File: config.mk
export PLATFORM = sky130hd
export DESIGN_NAME = trunc_add_fixup
export DESIGN_NICKNAME = d
export VERILOG_FILES = /design/src/rtl/trunc_add_fixup.sv
export SDC_FILE = /design/constraint.sdc
export NUM_CORES = 1
export LEC_CHECK = 0
export CORE_UTILIZATION = 50
export CTS_CLUSTER_DIAMETER = 60
export CTS_CLUSTER_SIZE = 20
export DETAILED_ROUTE_END_ITERATION = 12
export PLACE_DENSITY = 0.8
export SYNTH_ARGS = -nofsm -noshare
export SYNTH_HDL_FRONTEND = slang
export SYNTH_SLANG_ARGS = --single-unit
File: constraint.sdc
create_clock -name clk -period 5.05 [get_ports clk]
set_clock_uncertainty 0.05 [all_clocks]
set_input_delay 0.505 -clock clk [delete_from_list [all_inputs] [get_ports clk]]
set_output_delay 0.505 -clock clk [all_outputs]
set_load 0.01 [all_outputs]
File: src/rtl/trunc_add_fixup.sv
// trunc_add_fixup: segmented adder that drops the low-segment carry, optionally repairing it in an extra FIX cycle.
module trunc_add_fixup #(
  parameter int N = 32,
  parameter int K = 8
) (
  input  logic         clk,
  input  logic         rst,
  input  logic         in_valid,
  output logic         in_ready,
  input  logic [N-1:0] a,
  input  logic [N-1:0] b,
  input  logic         exact_mode,
  output logic         out_valid,
  input  logic         out_ready,
  output logic [N-1:0] sum,
  output logic         approx_flag,
  input  logic         err_clr,
  output logic [15:0]  err_count
);
  typedef enum logic [1:0] {IDLE, CALC, FIX, OUT} state_t;
  state_t         state_q, state_d;
  logic [N-1:0]   a_q, b_q, sum_q, sum_d;
  logic           exact_q, approx_q, approx_d;
  logic [15:0]    err_q, err_d;
  logic [K:0]     low;
  logic [N-K-1:0] high;
  assign low  = {1'b0, a_q[K-1:0]} + {1'b0, b_q[K-1:0]};
  assign high = a_q[N-1:K] + b_q[N-1:K];
  always_comb begin
    state_d  = state_q;
    sum_d    = sum_q;
    approx_d = approx_q;
    err_d    = err_q;
    case (state_q)
      IDLE: state_d = in_valid ? CALC : IDLE;
      CALC: begin
        if (low[K] && exact_q) begin
          state_d = FIX;
        end else begin
          state_d  = OUT;
          sum_d    = {high, low[K-1:0]};
          approx_d = low[K];
          err_d    = (low[K] && err_q != 16'hFFFF) ? err_q + 16'd1 : err_q;
        end
      end
      FIX: begin
        state_d  = OUT;
        sum_d    = {high + 1'b1, low[K-1:0]};
        approx_d = 1'b0;
      end
      OUT: state_d = out_ready ? IDLE : OUT;
      default: state_d = IDLE;
    endcase
    err_d = err_clr ? 16'd0 : err_d;
  end
  always_ff @(posedge clk or posedge rst) begin
    if (rst) begin
      state_q  <= IDLE;
      a_q      <= '0;
      b_q      <= '0;
      exact_q  <= 1'b0;
      sum_q    <= '0;
      approx_q <= 1'b0;
      err_q    <= '0;
    end else begin
      state_q  <= state_d;
      sum_q    <= sum_d;
      approx_q <= approx_d;
      err_q    <= err_d;
      if (state_q == IDLE && in_valid) begin
        a_q     <= a;
        b_q     <= b;
        exact_q <= exact_mode;
      end
    end
  end
  assign in_ready    = state_q == IDLE;
  assign out_valid   = state_q == OUT;
  assign sum         = sum_q;
  assign approx_flag = approx_q;
  assign err_count   = err_q;
endmodule

==> metrics.txt <==
status=complete, no violations; crit path DAT=4.02 ns; die width=117 µm; Worst slew margin=0.302; internal power=3.70 mW; Crit Path Class=reg2reg; GR Overflow Total=0; utilization after layout=0.667; CTS resizes=0; async set-reset flop share out of synthesis=1.00; most common cell after layout, fill and taps aside=clkdlybuf4s50_1; Final setup violation count=0; Root Buffer=clkbuf_16; Max Transition Viols Final=0; Worst-Margin Slew=1.05 ns; Die Y=about 120 µm; Core Area=between 10000 and 15000 µm²; distinct cell type count after synthesis=between 60 and 70; port buffer count=120; number of CTS-inserted buffers=17; Ports=121; Post-synth EDFFs=0; PwrDens=755 nW/µm²; CP required=roughly 5.3 ns; syn_area_per_cell=between 10 and 15 µm²; post-CTS setup buffers=0; Leak=3.56 nW; CTS tree=built; Logic pwr share=0.580; switching share of power=0.422; Post-CTS Hold Fix Bufs=0; routability cong.=~0.90; initial antenna violation count=0; largest net degree at the start of global routing=a little under 80; Cell Area, Synth=6600 µm²; via count=roughly 5300; Synth Warn #=0; clock power share=0.167; Site Rows=41; Final period util=0.749; diode count=0; post-synthesis cell count=around 640; die area=13700 µm²; DPL Wire Length=11.2 mm; maximum capacitance violations=0; fillcell total=between 900 and 1000; vias in the first global route=between 5000 and 6000; post-layout min period=3.78 ns; worst hold slack=0.427 ns; critical path endpoint category=register; drt wl/cell=16.0 µm; Design Power=roughly 6.4 mW; first-pass GRT wire length=24.8 mm; starting density of the core=0.519; Psw=2.71 mW; Total Wirelength=15.0 mm; # clock sinks=116; commonest cells after routing, fill and taps aside=clkdlybuf4s50_1, dfrtp_1, mux2_2, nand2_1, o21ai_0; vias per std cell=roughly 5.6; sequential area share after synthesis=0.440; Worst Path Max Fanout=5; RSZ-0062 raised after global routing=false; ANT nets after route=0; layout cell share with drive strength beyond 1=0.149; Seq pwr share=0.253; Syn Nets=740; residual DRC count=0; Nets=between 800 and 900; Tot GR Track Use=0.236; Worst-path clk slew=0.05 ns; FF+latch count, synth=116; Area Overhead vs Synth=28.5%; final hold vios=0; worst min-delay path class=reg2reg; Clock Tree Buf Depth=2; Achievable Freq=265 MHz; Synth Flop Type=dfrtp_1; level count of the clock H-tree=4; CP Launch Type=register; Max VDD drop=0.000424 V; clk_lat worst skew=0.41 ns; Iteration-0 DRC Markers=303; final setup TNS=0 ns; Pre-Repair DR Iteration Count=5
final timing paths:
| path | from | end | slack (ns) | cells past startpoint |
|---|---|---|---|---|
| min | sum[18]$_DFFE_PP0P_ | sum[18]$_DFFE_PP0P_ | 0.43 | 2 |
| max | a_q[8]$_DFFE_PP0P_ | sum[27]$_DFFE_PP0P_ | 1.27 | 11 |
| min in group asynchronous | rst | b_q[3]$_DFFE_PP0P_ | 0.61 | 2 |
| max in group asynchronous | rst | b_q[11]$_DFFE_PP0P_ | 3.25 | 3 |
| min reg2reg | sum[18]$_DFFE_PP0P_ | sum[18]$_DFFE_PP0P_ | 0.43 | 2 |
| max reg2reg | a_q[8]$_DFFE_PP0P_ | sum[27]$_DFFE_PP0P_ | 1.27 | 11 |
worst max-delay path, cell delays in order, from the launching register on:
cell,delay [ns]
dfrtp_1,0.37
ha_1,0.26
fa_1,0.44
a21o_1,0.20
a221oi_2,0.42
o21ai_0,0.21
xnor2_1,0.22
nor4_1,0.46
nand4_1,0.32
nand4b_1,0.28
xnor2_1,0.16
mux2_2,0.28
Yosys cell counts (all sizes together), types with 4 or more instances:
cell / instances / area share
o31ai: 10 / 0.011
and3: 8 / 0.0076
o21a: 7 / 0.0080
nand2: 63 / 0.036
clkbuf: 17 / 0.0097
mux2: 64 / 0.11
and4: 9 / 0.012
and2: 6 / 0.0057
buf: 7 / 0.0051
nor4: 5 / 0.0070
or3: 11 / 0.010
nor2: 25 / 0.014
o211ai: 4 / 0.0066
o21ai: 55 / 0.042
xnor2: 27 / 0.036
nor3: 11 / 0.0091
ha: 33 / 0.063
xor2: 16 / 0.021
a21o: 11 / 0.013
a21oi: 34 / 0.026
inv: 18 / 0.010
nand4: 7 / 0.0066
nand3: 15 / 0.011
dfrtp: 116 / 0.44
cell type report:
class	count	area [µm²]	share of cell area
timing repair buffer	124	1230	0.145
clock inverter	5	25.0	0.00295
clock buffer	25	505	0.0596
multi-input combinational	477	3530	0.416
inverter	18	70.1	0.00826
tap	172	215	0.0254
sequential	116	2900	0.342
power by group through the flow:
stage	logic [mW]	clock network [mW]	registers, mW
6_report	3.72	1.07	1.62
5_1_grt	4.13	1.13	1.67
4_1_cts	3.71	1.09	1.62
3_5_place_dp	3.67	0	1.63
3_3_place_gp	3.53	0	1.60
2_1_floorplan	2.70	0	1.60
sequential cells by signal, summed over array words and instances (netlist names):
name,flops
err_count,16
sum,32
state_q,2
a_q,32
approx_flag,1
exact_q,1
b_q,32
metal layers:
layer | global-route usage | up-vias | part of all wire | wire (µm)
met5 | 0 | - | 0 | 0
li1 | - | 2557 | - | -
met3 | 0.0582 | 30 | 0.046 | 690
met1 | 0.274 | 2563 | 0.42 | 6360
met4 | 0.0970 | 0 | 0.021 | 313
met2 | 0.416 | 143 | 0.51 | 7680
kinds of logic after synthesis:
kind of cell / synth area share
buffers and inverters: 0.0250
muxes: 0.114
AOI/OAI and AO/OA: 0.156
adders and majority gates: 0.0686
DFF: 0.440
and+or+nand+nor: 0.139
xor gates and xnor gates: 0.0571
metrics by stage:
step | area, µm² | cells | setup slack [ns]
final | 8480 | 937 | 1.27
after global routing | 8480 | 937 | 0.925
after CTS | 8480 | 937 | 1.25
after detailed placement | 7950 | 907 | 1.27
after global placement | 7950 | 907 | 1.45
after floorplan | 6600 | 635 | 1.42
Power figures use the tool's default switching activity.
